==> config.mk <==
export PLATFORM = sky130hd
export DESIGN_NAME = spm_loader
export DESIGN_NICKNAME = d
export VERILOG_FILES = /design/src/rtl/spm_loader_pkg.sv /design/src/rtl/spm_loader_pack.sv /design/src/rtl/spm_loader.sv
export SDC_FILE = /design/constraint.sdc
export NUM_CORES = 1
export LEC_CHECK = 0
export BUFFER_PORTS_ARGS = -buffer_cell sky130_fd_sc_hd__buf_2
export CORE_ASPECT_RATIO = 1.4
export CORE_MARGIN = 2
export CORE_UTILIZATION = 37
export DETAILED_ROUTE_END_ITERATION = 6
export PLACE_DENSITY = 0.53
export SYNTH_ARGS = -nofsm -noshare
export SYNTH_HDL_FRONTEND = slang
export SYNTH_SLANG_ARGS = --single-unit
export TNS_END_PERCENT = 1
==> constraint.sdc <==
create_clock -name clk -period 10.6 [get_ports clk]
set_input_delay 2.12 -clock clk [delete_from_list [all_inputs] [get_ports clk]]
set_output_delay 2.12 -clock clk [all_outputs]
set_load 0.01 [all_outputs]
==> src/rtl/spm_loader_pkg.sv <==
// rtl/spm_loader_pkg.sv - shared encodings and sizes for the SPM boot loader
package spm_loader_pkg;

    // Data word and framing sizes
    localparam int WORD_DATA_W           = 32;
    localparam int LOADER_LEN_W          = 16;
    localparam int LOADER_BYTES_PER_WORD = 4;

    // SPM mem-side port encodings
    localparam logic ENABLE_  = 1'b0;
    localparam logic DISABLE_ = 1'b1;
    localparam logic READ     = 1'b1;
    localparam logic WRITE    = 1'b0;

    // Loader sequencing states
    typedef enum logic [2:0] {
        ST_IDLE   = 3'd0,
        ST_LEN    = 3'd1,
        ST_DATA   = 3'd2,
        ST_SUM    = 3'd3,
        ST_VERIFY = 3'd4,
        ST_FIN    = 3'd5
    } loader_state_e;

endpackage

==> src/rtl/spm_loader_pack.sv <==
// rtl/spm_loader_pack.sv - byte to big-endian word packer
module spm_loader_pack
    import spm_loader_pkg::*;
(
    input  logic                   clk,
    input  logic                   reset,
    input  logic                   clear_i,
    input  logic [7:0]             byte_data_i,
    input  logic                   byte_valid_i,
    output logic [WORD_DATA_W-1:0] word_o,
    output logic                   word_valid_o
);

    // The first three bytes of a word wait here; the fourth completes it
    // combinationally so the caller can register the whole word on the
    // same edge that accepts the last byte.
    logic [23:0] shift_q;
    logic [1:0]  cnt_q;

    assign word_o       = {shift_q, byte_data_i};
    assign word_valid_o = byte_valid_i && (cnt_q == 2'(LOADER_BYTES_PER_WORD - 1));

    // Shift accepted bytes in MSB first and count them modulo four
    always_ff @(posedge clk) begin
        if (reset || clear_i) begin
            shift_q <= '0;
            cnt_q   <= '0;
        end else if (byte_valid_i) begin
            shift_q <= {shift_q[15:0], byte_data_i};
            cnt_q   <= cnt_q + 2'd1;
        end
    end

endmodule

==> src/rtl/spm_loader.sv <==
// rtl/spm_loader.sv - framed byte stream loader and readback verifier for the SPM
module spm_loader
    import spm_loader_pkg::*;
#(
    parameter int SPM_ADDR_W = 12
) (
    input  logic                   clk,
    input  logic                   reset,
    input  logic                   start,
    input  logic [7:0]             rx_data,
    input  logic                   rx_valid,
    output logic                   rx_ready,
    output logic [SPM_ADDR_W-1:0]  spm_addr,
    output logic                   spm_as_,
    output logic                   spm_rw,
    output logic [WORD_DATA_W-1:0] spm_wr_data,
    input  logic [WORD_DATA_W-1:0] spm_rd_data,
    output logic                   busy,
    output logic                   done,
    output logic                   pass
);

    // One extra bit so a full-capacity load counts to 2^SPM_ADDR_W
    localparam int          CNT_W    = SPM_ADDR_W + 1;
    localparam logic [31:0] CAPACITY = 32'd1 << SPM_ADDR_W;

    loader_state_e           state_q;
    logic                    rx_ready_q;
    logic [SPM_ADDR_W-1:0]   addr_q;
    logic                    as_q;
    logic                    rw_q;
    logic [WORD_DATA_W-1:0]  wr_data_q;
    logic                    busy_q;
    logic                    done_q;
    logic                    pass_q;

    logic [7:0]              len_hi_q;
    logic                    len_cnt_q;
    logic [LOADER_LEN_W-1:0] len_q;
    logic [CNT_W-1:0]        wr_k_q;
    logic [CNT_W-1:0]        rd_k_q;
    logic                    rd_pend_q;
    logic [WORD_DATA_W-1:0]  sum_q;
    logic [WORD_DATA_W-1:0]  csum_q;

    logic                    rx_fire;
    logic                    pack_in;
    logic                    pack_clear;
    logic [WORD_DATA_W-1:0]  pack_word;
    logic                    pack_valid;
    logic [LOADER_LEN_W-1:0] len_next;
    logic                    len_too_big;
    logic                    wr_last;
    logic                    rd_more;
    logic [WORD_DATA_W-1:0]  sum_d;

    assign rx_fire     = rx_valid && rx_ready_q;
    assign pack_in     = rx_fire && ((state_q == ST_DATA) || (state_q == ST_SUM));
    assign pack_clear  = start && (state_q == ST_IDLE);
    assign len_next    = {len_hi_q, rx_data};
    assign len_too_big = 32'(len_next) > CAPACITY;
    assign wr_last     = (32'(wr_k_q) + 32'd1) == 32'(len_q);
    assign rd_more     = 32'(rd_k_q) < 32'(len_q);
    // Read data lands one cycle after its strobe
    assign sum_d       = rd_pend_q ? (sum_q + spm_rd_data) : sum_q;

    spm_loader_pack u_pack (
        .clk          (clk),
        .reset        (reset),
        .clear_i      (pack_clear),
        .byte_data_i  (rx_data),
        .byte_valid_i (pack_in),
        .word_o       (pack_word),
        .word_valid_o (pack_valid)
    );

    // Frame sequencer; every port-facing output is a register set here
    always_ff @(posedge clk) begin
        if (reset) begin
            state_q    <= ST_IDLE;
            rx_ready_q <= 1'b0;
            addr_q     <= '0;
            as_q       <= DISABLE_;
            rw_q       <= READ;
            wr_data_q  <= '0;
            busy_q     <= 1'b0;
            done_q     <= 1'b0;
            pass_q     <= 1'b0;
            len_hi_q   <= '0;
            len_cnt_q  <= 1'b0;
            len_q      <= '0;
            wr_k_q     <= '0;
            rd_k_q     <= '0;
            rd_pend_q  <= 1'b0;
            sum_q      <= '0;
            csum_q     <= '0;
        end else begin
            // Strobe is a single-cycle pulse unless re-issued below
            as_q      <= DISABLE_;
            rw_q      <= READ;
            rd_pend_q <= 1'b0;

            case (state_q)
                ST_IDLE: begin
                    if (start) begin
                        state_q    <= ST_LEN;
                        busy_q     <= 1'b1;
                        rx_ready_q <= 1'b1;
                        pass_q     <= 1'b0;
                        addr_q     <= '0;
                        sum_q      <= '0;
                        wr_k_q     <= '0;
                        rd_k_q     <= '0;
                        len_cnt_q  <= 1'b0;
                    end
                end

                ST_LEN: begin
                    if (rx_fire) begin
                        if (!len_cnt_q) begin
                            len_hi_q  <= rx_data;
                            len_cnt_q <= 1'b1;
                        end else begin
                            len_q     <= len_next;
                            len_cnt_q <= 1'b0;
                            if (len_next == '0) begin
                                state_q <= ST_SUM;
                            end else if (len_too_big) begin
                                // Oversized image: fail without touching SPM
                                state_q    <= ST_FIN;
                                rx_ready_q <= 1'b0;
                                done_q     <= 1'b1;
                                pass_q     <= 1'b0;
                            end else begin
                                state_q <= ST_DATA;
                            end
                        end
                    end
                end

                ST_DATA: begin
                    if (pack_valid) begin
                        as_q      <= ENABLE_;
                        rw_q      <= WRITE;
                        addr_q    <= wr_k_q[SPM_ADDR_W-1:0];
                        wr_data_q <= pack_word;
                        wr_k_q    <= wr_k_q + CNT_W'(1);
                        if (wr_last) begin
                            state_q <= ST_SUM;
                        end
                    end
                end

                ST_SUM: begin
                    if (pack_valid) begin
                        csum_q     <= pack_word;
                        rx_ready_q <= 1'b0;
                        state_q    <= ST_VERIFY;
                        // First readback goes out on the very next cycle
                        if (rd_more) begin
                            as_q   <= ENABLE_;
                            addr_q <= rd_k_q[SPM_ADDR_W-1:0];
                            rd_k_q <= rd_k_q + CNT_W'(1);
                        end
                    end
                end

                ST_VERIFY: begin
                    rd_pend_q <= (as_q == ENABLE_);
                    sum_q     <= sum_d;
                    if (rd_more) begin
                        as_q   <= ENABLE_;
                        addr_q <= rd_k_q[SPM_ADDR_W-1:0];
                        rd_k_q <= rd_k_q + CNT_W'(1);
                    end else if (as_q == DISABLE_) begin
                        // No read in flight: the word summed now is the last
                        state_q <= ST_FIN;
                        done_q  <= 1'b1;
                        pass_q  <= (sum_d == csum_q);
                    end
                end

                ST_FIN: begin
                    state_q <= ST_IDLE;
                    done_q  <= 1'b0;
                    busy_q  <= 1'b0;
                end

                default: begin
                    state_q    <= ST_IDLE;
                    rx_ready_q <= 1'b0;
                    busy_q     <= 1'b0;
                    done_q     <= 1'b0;
                end
            endcase
        end
    end

    assign rx_ready    = rx_ready_q;
    assign spm_addr    = addr_q;
    assign spm_as_     = as_q;
    assign spm_rw      = rw_q;
    assign spm_wr_data = wr_data_q;
    assign busy        = busy_q;
    assign done        = done_q;
    assign pass        = pass_q;

endmodule
Yosys cells after proc, flatten, opt, wreduce, memory -nomap -nowiden
Index checks and enable logic that the tools add are counted.
{"block": "totals", "reg_bits": 195, "inputBits": 44, "output_inout_bits": 50, "wordCells": 135}
{"block": "classes", "add_sub_neg": 5, "order_cmp": 2, "n_eq_ne": 18, "n_mux": 51, "n_bitwise": 7, "n_reduce_logical": 33}
{"op": "32-bit two-way mux", "count": 2}
{"op": "32-bit one-hot mux with 2 select lines", "count": 1}
{"op": "13-bit two-way mux", "count": 4}
{"op": "12-bit two-way mux", "count": 4}
{"op": "12-bit one-hot mux with 4 select lines", "count": 1}
{"op": "13-bit one-hot mux with 3 select lines", "count": 1}
{"op": "32-bit adder", "count": 1}
{"op": "32-bit equality test", "count": 1}
{"op": "3-bit two-way mux", "count": 10}
{"op": "13-bit by 1-bit adder with 13-bit output (second input constant)", "count": 2}
{"op": "13-bit one-hot mux with 2 select lines", "count": 1}
{"op": "1-bit two-way mux", "count": 20}
{"op": "2-bit != test (second input constant)", "count": 10}
{"op": "14-bit by 16-bit equality test with 1-bit output", "count": 1}
{"op": "16-bit by 13-bit greater-than comparator with 1-bit output (second input constant)", "count": 1}
{"op": "16-bit zero test", "count": 1}
{"op": "13-bit by 16-bit < comparator with 1-bit output", "count": 1}
{"op": "8-bit AND reduction", "count": 2}
{"op": "3-bit one-hot mux with 5 select lines", "count": 1}
{"op": "3-bit AND reduction", "count": 5}
{"op": "13-bit by 1-bit adder with 14-bit output (second input constant)", "count": 1}
{"op": "7-bit AND reduction", "count": 2}
{"op": "1-bit one-hot mux with 3 select lines", "count": 3}
{"op": "2-bit AND reduction", "count": 4}
{"op": "other kinds (18)", "count": 36}

Logic depth before layout (Yosys ltp)
Gate-level depths: netlist (run 1).
{"block": "depth", "ltp_word": 6, "ltp_mapped": 13, "ltp_nobuf": 13}

Modules after synthesis
From an unflattened synthesis (run 1), not the netlist that was laid out.
{"block": "hier_totals", "hier_cells": 1495, "hier_area_um2": 11597.4}
{"module": "spm_loader", "instances": 1, "cells_per_inst": 1400, "area_each_um2": 10557.6, "seq_area_each_um2": 3383.2}
{"module": "spm_loader_pack", "instances": 1, "cells_per_inst": 95, "area_each_um2": 1039.7, "seq_area_each_um2": 520.5}

Worst setup path before layout (run 1)
Ideal clock, no wire load.
{"block": "synth_path", "path_type": "input port to flip-flop", "start": "input port spm_rd_data[0]", "end": "register pass_q (netlist: pass)", "setup_ns": 0.069, "arrival_time_ns": 5.285, "t_required_ns": 10.531, "path_slack_ns": 5.246, "cell_stages": 13, "path_buffers": 0, "path_cell_list": "ha_1 > inv_1 > fa_1 > nand2b_1 > a21oi_4 > mux2_1 > o41ai_2 > o31ai_1 > or4_1 > nor4_2 > nand4_1 > or4_1 > o21ai_1"}
{"block": "synth_via", "elab_chain_cells": 6}
{"element": "start, declared", "line_no": "spm_loader.sv:17", "rtl": "input logic [WORD_DATA_W-1:0] spm_rd_data,"}
{"element": "32-bit adder", "line_no": "spm_loader.sv:65", "rtl": "assign sum_d = rd_pend_q ? (sum_q + spm_rd_data) : sum_q;"}
{"element": "32-bit two-way mux", "line_no": "spm_loader.sv:65"}
{"element": "32-bit equality test", "line_no": "spm_loader.sv:179", "rtl": "pass_q <= (sum_d == csum_q);"}
{"element": "1-bit two-way mux", "line_no": "spm_loader.sv:175", "rtl": "end else if (as_q == DISABLE_) begin"}
{"element": "1-bit two-way mux", "line_no": "spm_loader.sv:171", "rtl": "if (rd_more) begin"}
{"element": "1-bit one-hot mux with 3 select lines", "line_no": "spm_loader.sv:103", "rtl": "case (state_q)"}
{"element": "end signal, assigned", "line_no": "spm_loader.sv:179"}
{"element": "end, declared", "line_no": "spm_loader.sv:35", "rtl": "logic pass_q;"}
No other way between the ends. The select of a mux whose other input is x is not followed.
A chain may end at the register's enable or synchronous reset.

Worst setup path in the final report (run 1)
{"block": "layout_path", "start": "input port spm_rd_data[18]", "end": "register pass_q (netlist: pass)"}
Same word-level chain as after synthesis.

==> metrics.md, run 1 <==
| Metric | Value |
|---|---|
| Outcome | `finished, final reports clean` |
| Leftover overflow at the end of global routing | `0` |
| Detailed Place HPWL | `29.6 mm` |
| Area growth, synth to finish | `10.5%` |
| FP Rows | `76` |
| Total standard cell area after synthesis | `0.0115 sq mm` |
| Initial Utilization | `0.374` |
| Library cell occupying the most area in the post-synthesis netlist | `sky130_fd_sc_hd__dfxtp_1` |
| Final critical-path required period | `5.91 ns` |
| Synthesis-stage register bit count | `195` |
| Number of nets in the final layout | `1620` |
| Die extent in x | `153 um` |
| Setup repair bufs after CTS | `0` |
| Max Clock Skew | `0.0177 ns` |
| Max-cap check violation count | `0` |
| Pwr Total | `1.70 mW` |
| Primary flip-flop cell chosen by synthesis mapping | `sky130_fd_sc_hd__dfxtp_1` |
| Worst supply voltage drop on vdd | `0.0893 mV` |
| RSZ-0062 raised after global routing | `false` |
| CTS sink count | `195` |
| Area occupied by multi-input gates | `0.00701 sq mm` |
| Final number of setup-violating endpoints | `0` |
| Number of max-slew violations in the final report | `0` |
| Setup total negative slack | `0 ns` |
| Final clock period utilization by the worst path | `0.557` |
| CP Capture Type | `flip-flop` |
| Post-synth net total | `1594` |
| Gp weighted congestion | `0.928` |
| Sequential cell area | `0.00390 sq mm` |
| Die outline area | `0.0325 sq mm` |
| Startpoint type of the worst setup path | `primary input` |
| Number of iterations in the first detailed-routing pass | `5` |
| Clock tree from TritonCTS | `done` |
| First-iteration detailed-routing DRC count | `641` |
| Clock tree root driver cell | `sky130_fd_sc_hd__clkbuf_16` |
| Detail Route Antenna Nets | `0` |
| Maximum fanout along the worst path | `13` |
| Avg Cell Area, Syn | `7.64 sq um` |
| Number of instances in the synthesized netlist | `1503` |
| Pin slew with the least headroom to its limit | `1.08 ns` |
| Input/output buffers | `93` |
| Arrival time of data at the critical path endpoint | `6.29 ns` |
| Number of global-route vias before repair | `10574` |
| Clock latency at the later pin of the worst-skew pair | `0.45 ns` |
| Number of warnings reported in the yosys synthesis log | `0` |
| Proportion of synthesized chip area in sequential cells | `0.340` |
| Total vias in the final route | `10865` |
| Final routed wirelength across all metal layers | `39.5 mm` |
| Post-Place Worst Slack | `4.31 ns` |
| Crit Path Class | `primary input to flip-flop` |
| Count of unique library cells instantiated by Yosys | `89` |
| Crit path required time | `10.99 ns` |
| Clock-pin slew on the worst setup and hold paths | `0.08 ns` |
| Ys async rst share | `0` |
| Wire length of the first global-routing pass | `60.6 mm` |
| Leak | `4.68 nW` |
| Initial antenna violation count | `0` |
| Total GRT Usage | `0.241` |
| DRC viols | `0` |
| Post-DR vias/cell | `5.62` |
| Worst Setup Slack, final | `4.69 ns` |
| Io pins | `94` |
| Power per unit of standard cell area | `134 mW/mm^2` |
| Number of hold buffers added after CTS | `0` |
| Pin count of the biggest net entering global routing | `86` |
| Final Util | `0.413` |
| Cell types occupying the most area after synthesis | `sky130_fd_sc_hd__dfxtp_1, sky130_fd_sc_hd__nand2_1, sky130_fd_sc_hd__a21oi_1, sky130_fd_sc_hd__nor2_1, sky130_fd_sc_hd__ha_1` |
| Final Hold Fails | `0` |
| Worst slew margin relative to its limit | `0.276` |
| Proportion of netlist area held by the largest area contributor | `0.340` |
| Top cells by count, synth | `sky130_fd_sc_hd__nand2_1, sky130_fd_sc_hd__dfxtp_1, sky130_fd_sc_hd__a21oi_1, sky130_fd_sc_hd__nor2_1, sky130_fd_sc_hd__clkbuf_1` |
| Worst hold-check path type | `flip-flop to flip-flop` |
| Core Footprint | `0.0307 sq mm` |
| CTS Buf Count | `17` |
| Total number of H-tree levels | `4` |
| Ratio of cells with drive above 1 in the final layout | `0.112` |
| Fillcell total | `3266` |
| Fmax | `169 MHz` |
| WL per Instance | `20.5 um` |
| Leading cell type by number of instances after synthesis | `sky130_fd_sc_hd__nand2_1` |
| Count of flip-flops with a built-in enable after synthesis | `0` |
| Maximum clock path buffer count | `2` |
| # resized after CTS | `0` |
| Count of inserted antenna diode cells | `0` |
| Height of the die | `212 um` |
[kinds of logic (layout without fill, tap and decap cells)]
logic type               after synthesis  after routing  share of synthesized area
buffers and inverters                132            171                     0.0532
AO/OA/AOI/OAI                        420            420                      0.233
flip-flops                           195            195                      0.340
multiplexers                          18             18                     0.0162
XOR/XNOR                              95             95                     0.0762
AND/OR/NAND/NOR                      596            596                      0.230
adder cells (fa/ha/maj)               47             47                     0.0519
[sequential cells by signal, summed over array words and instances, names as in the netlist, 8 cells and up]
name / flops
sum_q: 32
len_hi_q: 8
csum_q: 32
wr_k_q: 13
rd_k_q: 13
spm_addr: 12
len_q: 16
u_pack.shift_q: 24
spm_wr_data: 32
[routing by layer]
| layer | GRT usage | part of all wire | wire (um) | up-vias |
|---|---|---|---|---|
| met4 | 0.129 | 0.051 | 2020 | 0 |
| met1 | 0.268 | 0.40 | 15700 | 5166 |
| li1 | - | - | - | 5358 |
| met5 | 0 | 0 | 0 | - |
| met3 | 0.0285 | 0.033 | 1290 | 80 |
| met2 | 0.447 | 0.52 | 20500 | 261 |
[worst max-delay path: stages]
cell,delay [ns]
sky130_fd_sc_hd__buf_2,0.10
sky130_fd_sc_hd__ha_1,0.56
sky130_fd_sc_hd__nand4_1,0.31
sky130_fd_sc_hd__nor3_1,0.62
sky130_fd_sc_hd__nor4bb_1,0.72
sky130_fd_sc_hd__nor2_1,0.07
sky130_fd_sc_hd__o311ai_0,0.57
sky130_fd_sc_hd__xor2_1,0.15
sky130_fd_sc_hd__nor4b_1,0.31
sky130_fd_sc_hd__nand4_1,0.13
sky130_fd_sc_hd__or4_1,0.52
sky130_fd_sc_hd__o21ai_1,0.12
[per-stage QoR]
step | std cells | hold slack (ns) | area [sq um]
2_1_floorplan | 1503 | 0.436 | 11500
3_3_place_gp | 1900 | 0.442 | 12100
3_5_place_dp | 1900 | 0.445 | 12100
4_1_cts | 1932 | 0.455 | 12700
5_1_grt | 1932 | 0.471 | 12700
6_report | 1932 | 0.452 | 12700
[path summary, 6_finish.rpt]
| path | from | endpoint | slack (ns) | cells after the start |
|---|---|---|---|---|
| setup / recovery | spm_rd_data[18] | pass | 4.69 | 12 |
| hold / removal | spm_wr_data[5] | spm_wr_data[5] | 0.45 | 2 |
| setup reg to reg | sum_q[18] | pass | 6.09 | 11 |
| hold reg to reg | spm_wr_data[5] | spm_wr_data[5] | 0.45 | 2 |
[power breakdown]
part	internal, mW	leakage (nW)	switching, mW	total, mW
Sequential	0.753	1.57	0.0224	0.775
Combinational	0.0767	2.82	0.178	0.255
Clock	0.324	0.290	0.343	0.667
Total	1.15	4.68	0.544	1.70
[area by class of cell]
cell class | instances | area share
sequential | 195 | 0.308
inverter | 34 | 0.0101
tap | 390 | 0.0385
timing repair buffer | 105 | 0.0440
multi-input combinational | 1176 | 0.552
clock inverter | 14 | 0.0130
clock buffer | 18 | 0.0346
[cells in the final DEF, fill, tap and decap left out, drive strengths merged, types with 5 or more instances in the layout]
master,count
o311ai,5
nor2,158
and3,6
a211oi,21
xor2,43
xnor2,49
nand2,285
o21a,6
or4,8
a21o,18
nor3,24
a31oi,13
clkbuf,18
buf,105
ha,46
a22oi,43
mux2i,13
nor2b,9
clkinv,8
inv,39
o21ai,53
nand2b,8
o22ai,5
dfxtp,195
a21oi,185
nand3b,6
nor4,10
nand3,24
nand4,21
nor3b,5
and2,5
or3,9
o211ai,13
mux2,5
Note: power is estimated with default switching activity, not from simulation.
==> inputs of run 2 (changes only) <==
==> constraint.sdc (replaced) <==
create_clock -name clk -period 5.5 [get_ports clk]
set_input_delay 1.1 -clock clk [delete_from_list [all_inputs] [get_ports clk]]
set_output_delay 1.1 -clock clk [all_outputs]
set_load 0.01 [all_outputs]
==> run 2 against run 1 <==
Clock skew shrank 0.0097 ns. Sequential share of layout area grew 0.052 points. Worst setup slack lost 4.0 ns. Via count shrank 0.93%. Highest routed layer unchanged. Non-clock buffer count grew 1. First-iteration DRC count grew 2.2%. Power grew 92%. Count of clock-buffer cells in the layout shrank 1.
==> metrics.md, run 2 (same netlist as run 1, synthesis figures left out) <==
| Metric | Value |
|---|---|
| Pin slew with the least headroom to its limit | `1.04 ns` |
| Final Hold Fails | `0` |
| Total number of H-tree levels | `4` |
| First-iteration detailed-routing DRC count | `655` |
| Pin count of the biggest net entering global routing | `95` |
| Detailed Place HPWL | `29.4 mm` |
| Area occupied by multi-input gates | `0.00701 sq mm` |
| Clock latency at the later pin of the worst-skew pair | `0.45 ns` |
| Wire length of the first global-routing pass | `60.1 mm` |
| Max Clock Skew | `0.00800 ns` |
| Clock tree root driver cell | `sky130_fd_sc_hd__clkbuf_16` |
| Worst slew margin relative to its limit | `0.302` |
| Sequential cell area | `0.00390 sq mm` |
| Initial antenna violation count | `0` |
| Fmax | `210 MHz` |
| Critical R2R Launch | `sum_q[19]` |
| Origin of the worst setup path | `spm_rd_data[18]` |
| CTS Buf Count | `17` |
| Setup total negative slack | `0 ns` |
| Most frequent cells in the layout | `sky130_fd_sc_hd__nand2_1, sky130_fd_sc_hd__dfxtp_1, sky130_fd_sc_hd__a21oi_1` |
| Gp weighted congestion | `0.957` |
| Post-DR vias/cell | `5.57` |
| Final number of setup-violating endpoints | `0` |
| Final critical-path required period | `4.76 ns` |
| Crit Path Class | `primary input to flip-flop` |
| Clock-pin slew on the worst setup and hold paths | `0.08 ns` |
| Arrival time of data at the critical path endpoint | `5.14 ns` |
| Die extent in x | `153 um` |
| Number of hold buffers added after CTS | `0` |
| Outcome | `finished, final reports clean` |
| Leak | `4.67 nW` |
| Power per unit of standard cell area | `257 mW/mm^2` |
| Detail Route Antenna Nets | `0` |
| WL per Instance | `20.4 um` |
| Total GRT Usage | `0.238` |
| Total vias in the final route | `10764` |
| Final clock period utilization by the worst path | `0.866` |
| Setup repair bufs after CTS | `0` |
| RSZ-0062 raised after global routing | `false` |
| Worst hold-check path type | `flip-flop to flip-flop` |
| Worst Setup Slack, final | `0.739 ns` |
| FP Rows | `76` |
| Area growth, synth to finish | `10.3%` |
| Final Util | `0.412` |
| CP Capture Type | `flip-flop` |
| Most frequent standard cell in the layout excluding fill and tap cells | `sky130_fd_sc_hd__nand2_1` |
| Number of nets in the final layout | `1621` |
| Critical hold path startpoint | `spm_wr_data[28]` |
| Core Footprint | `0.0307 sq mm` |
| Die outline area | `0.0325 sq mm` |
| Height of the die | `212 um` |
| Leftover overflow at the end of global routing | `0` |
| Count of inserted antenna diode cells | `0` |
| Number of iterations in the first detailed-routing pass | `5` |
| Number of max-slew violations in the final report | `0` |
| Io pins | `94` |
| Input/output buffers | `93` |
| CTS sink count | `195` |
| # resized after CTS | `0` |
| Maximum fanout along the worst path | `13` |
| Fillcell total | `3261` |
| DRC viols | `0` |
| Ratio of cells with drive above 1 in the final layout | `0.111` |
| Post-Place Worst Slack | `0.365 ns` |
| Worst supply voltage drop on vdd | `0.187 mV` |
| Maximum clock path buffer count | `2` |
| Initial Utilization | `0.374` |
| Max-cap check violation count | `0` |
| Final routed wirelength across all metal layers | `39.3 mm` |
| Crit path required time | `5.88 ns` |
| Startpoint type of the worst setup path | `primary input` |
| Number of global-route vias before repair | `10498` |
| Clock tree from TritonCTS | `done` |
[run 2: area by class of cell]
cell class / instances / area share
multi-input cells: 1176 / 0.553
flip-flops and latches: 195 / 0.308
repair buffers: 106 / 0.0446
well taps: 390 / 0.0385
clock buffers: 17 / 0.0336
clock inverters: 13 / 0.0119
inverters: 34 / 0.0101
[run 2: routing by layer]
layer | global-route usage | share of wire | vias up
met3 | 0.0296 | 0.026 | 76
met2 | 0.443 | 0.53 | 213
met1 | 0.264 | 0.40 | 5115
met4 | 0.128 | 0.050 | 0
met5 | 0 | 0 | -
li1 | - | - | 5360
[run 2: critical path, stage by stage]
cell and delay [ns]:
sky130_fd_sc_hd__buf_2 0.10, sky130_fd_sc_hd__ha_1 0.53, sky130_fd_sc_hd__nand4_1 0.25, sky130_fd_sc_hd__nor3_1 0.61, sky130_fd_sc_hd__nor4bb_1 0.70, sky130_fd_sc_hd__nor2_1 0.08, sky130_fd_sc_hd__o311ai_0 0.52, sky130_fd_sc_hd__xor2_1 0.13
sky130_fd_sc_hd__nor4b_1 0.34, sky130_fd_sc_hd__nand4_1 0.13, sky130_fd_sc_hd__or4_1 0.52, sky130_fd_sc_hd__o21ai_1 0.14
[run 2: final timing paths]
path	endpoint	slack [ns]	cells past startpoint
setup reg to reg	pass	1.10	11
hold / removal	spm_wr_data[28]	0.45	2
setup / recovery	pass	0.74	12
hold reg to reg	spm_wr_data[28]	0.45	2
[run 2: metrics by stage]
stage / power, mW / hold slack (ns) / cell area (sq um) / instances
floorplan: 1.84 / 0.436 / 11500 / 1503
global placement: 2.01 / 0.441 / 12100 / 1901
detailed placement: 2.01 / 0.445 / 12100 / 1901
CTS: 3.29 / 0.456 / 12700 / 1931
global route: 3.39 / 0.472 / 12700 / 1931
finish: 3.25 / 0.453 / 12700 / 1931
[run 2: report_power, final]
group	switching, mW	total [mW]	internal, mW
registers	0.0425	1.49	1.45
logic	0.338	0.486	0.147
clock network	0.632	1.27	0.641
total	1.01	3.25	2.24
==> inputs of run 3 (changes only) <==
--- a/config.mk
+++ b/config.mk
@@ -11,6 +11,7 @@
 export CORE_UTILIZATION = 37
 export DETAILED_ROUTE_END_ITERATION = 6
 export PLACE_DENSITY = 0.53
+export RECOVER_POWER = 25
 export SYNTH_ARGS = -nofsm -noshare
 export SYNTH_HDL_FRONTEND = slang
 export SYNTH_SLANG_ARGS = --single-unit
==> run 3 against run 2 <==
The run now ends with max-capacitance violations, max-slew violations left. Clock power about the same. Hold slack better by 0.0025 ns. Critical path depth unchanged. Global-route usage unchanged. First-iteration DRC count up 2.3%. Count of clock-buffer cells in the layout unchanged. Core utilization down 0.22 points. Sequential share of layout area up 0.17 points. Routed wire length up 0.22%. Via count up 0.54%. Largest cell class unchanged.
==> metrics.md, run 3 (same netlist as run 1, synthesis figures left out) <==
| Metric | Value |
|---|---|
| Final number of setup-violating endpoints | `0` |
| Die outline area | `0.0325 sq mm` |
| CTS sink count | `195` |
| CTS Buf Count | `17` |
| Clock-pin slew on the worst setup and hold paths | `0.08 ns` |
| Most frequent standard cell in the layout excluding fill and tap cells | `sky130_fd_sc_hd__nand2_1` |
| Most frequent cells in the layout | `sky130_fd_sc_hd__nand2_1, sky130_fd_sc_hd__dfxtp_1, sky130_fd_sc_hd__a21oi_1` |
| Outcome | `finished, violations left` |
| Die extent in x | `153 um` |
| Startpoint type of the worst setup path | `primary input` |
| Final routed wirelength across all metal layers | `39.4 mm` |
| Setup repair bufs after CTS | `0` |
| Total number of H-tree levels | `4` |
| Initial Utilization | `0.374` |
| Io pins | `94` |
| Final Util | `0.410` |
| Reg-to-reg slack, setup | `1.11 ns` |
| Max-cap check violation count | `1` |
| Count of inserted antenna diode cells | `0` |
| # resized after CTS | `0` |
| Number of global-route vias before repair | `10498` |
| Max Clock Skew | `0.00938 ns` |
| Fmax | `210 MHz` |
| Power per unit of standard cell area | `258 mW/mm^2` |
| Crit-path slowest cell | `sky130_fd_sc_hd__nor4bb_1` |
| FP Rows | `76` |
| Critical hold path startpoint | `spm_wr_data[16]` |
| Total GRT Usage | `0.238` |
| Crit Path Class | `primary input to flip-flop` |
| Fillcell total | `3281` |
| Pin slew with the least headroom to its limit | `1.86 ns` |
| Reg2reg end | `pass` |
| Critical R2R Launch | `sum_q[18]` |
| Sequential cell area | `0.00390 sq mm` |
| Final non-filler cell total | `1931` |
| Ratio of cells with drive above 1 in the final layout | `0.0772` |
| Final critical-path required period | `4.77 ns` |
| Total vias in the final route | `10822` |
| Maximum cell stage delay along the critical path | `0.68 ns` |
| Number of cells on the worst reg-to-reg path | `11` |
| Pin count of the biggest net entering global routing | `95` |
| Total instance count after detailed placement | `1901` |
| Clock latency at the later pin of the worst-skew pair | `0.45 ns` |
| Worst supply voltage drop on vdd | `0.186 mV` |
| Clock tree from TritonCTS | `done` |
| Number of hold buffers added after CTS | `0` |
| DRC viols | `0` |
| Number of nets in the final layout | `1621` |
| Detail Route Antenna Nets | `0` |
| Crit-path most repeated cell | `sky130_fd_sc_hd__nand4_1` |
| Core Footprint | `0.0307 sq mm` |
| Worst hold-check path type | `flip-flop to flip-flop` |
| Arrival time of data at the critical path endpoint | `5.15 ns` |
| Gp weighted congestion | `0.957` |
| First-iteration detailed-routing DRC count | `670` |
| Wire length of the first global-routing pass | `60.1 mm` |
| CP Capture Type | `flip-flop` |
| Clock tree root driver cell | `sky130_fd_sc_hd__clkbuf_16` |
| WL per Instance | `20.4 um` |
| Kind of cell with the highest combined delay on the critical path | `simple AND/OR/NAND/NOR gates` |
| Detailed Place HPWL | `29.4 mm` |
| Leak | `4.46 nW` |
| Area occupied by multi-input gates | `0.00701 sq mm` |
| Worst path bufs/invs | `1` |
| Crit path required time | `5.88 ns` |
| RSZ-0062 raised after global routing | `false` |
| Input/output buffers | `93` |
| Leftover overflow at the end of global routing | `0` |
| Setup total negative slack | `0 ns` |
| Number of cells on the worst hold path | `2` |
| Hold-critical path endpoint | `spm_wr_data[16]` |
| Maximum fanout along the worst path | `13` |
| Height of the die | `212 um` |
| Final Hold Fails | `0` |
| Worst slew margin relative to its limit | `-0.243` |
| Number of max-slew violations in the final report | `39` |
| Area growth, synth to finish | `9.72%` |
| Final clock period utilization by the worst path | `0.866` |
| Number of iterations in the first detailed-routing pass | `5` |
| Violations in the final reports | `max-capacitance violations, max-slew violations` |
| Maximum clock path buffer count | `2` |
| Cells along the critical path | `buf_2, ha_1, nand4_1, nor3_1, nor4bb_1, nor2_1, o311ai_0, xor2_1, nor4b_1, nand4_1, or4_1, o21ai_1` |
| Post-DR vias/cell | `5.60` |
| Initial antenna violation count | `0` |
| Worst hold-check slack | `0.456 ns` |
[run 3: cell types whose count changed in the layout (fill, tap and decap cells not counted), sizes merged]
cell,before,now
clkbuf,17,69
buf,106,54
[run 3: report_power, final]
part           switching, mW  internal [mW]
Clock                  0.634          0.641
Combinational          0.338          0.139
Sequential            0.0435           1.45
[run 3: layout make-up]
| type | instances | area share |
|---|---|---|
| Multi-Input combinational cell | 1176 | 0.556 |
| Inverter | 34 | 0.0101 |
| Clock buffer | 17 | 0.0338 |
| Clock inverter | 13 | 0.0119 |
| Sequential cell | 195 | 0.310 |
| Timing Repair Buffer | 106 | 0.0395 |
| Tap cell | 390 | 0.0387 |
[run 3: worst max path at each step]
stage	depth (start not counted)	endpoint	startpoint	slack, ns
final	12	pass	spm_rd_data[18]	0.73
after floorplan	13	pass	spm_rd_data[0]	1.17
after CTS	12	pass	spm_rd_data[18]	0.81
after global routing	12	pass	spm_rd_data[18]	0.56
after detailed placement	12	pass	spm_rd_data[18]	0.37
after global placement	12	pass	spm_rd_data[18]	0.44
[run 3: per-stage QoR]
stage	setup WS (ns)	instance area [sq um]	power (mW)
after global placement	0.445	12100	2.01
after floorplan	1.17	11500	1.84
after detailed placement	0.365	12100	2.01
after CTS	0.806	12700	3.29
final	0.734	12600	3.25
after global routing	0.558	12600	3.38
[run 3: layer usage]
metal	part of all wire	wire, um	GRT usage
met4	0.051	2020	0.128
met2	0.53	20700	0.443
met1	0.39	15400	0.264
met5	0	0	0
met3	0.030	1190	0.0296
[run 3: worst register-to-register path, delay by kind of cell (launching register included)]
family / cells / cell delay [ns]
simple gates: 7 / 2.64
compound gates: 2 / 0.66
fa+ha+maj: 1 / 0.56
flops: 1 / 0.35
xor+xnor: 1 / 0.13
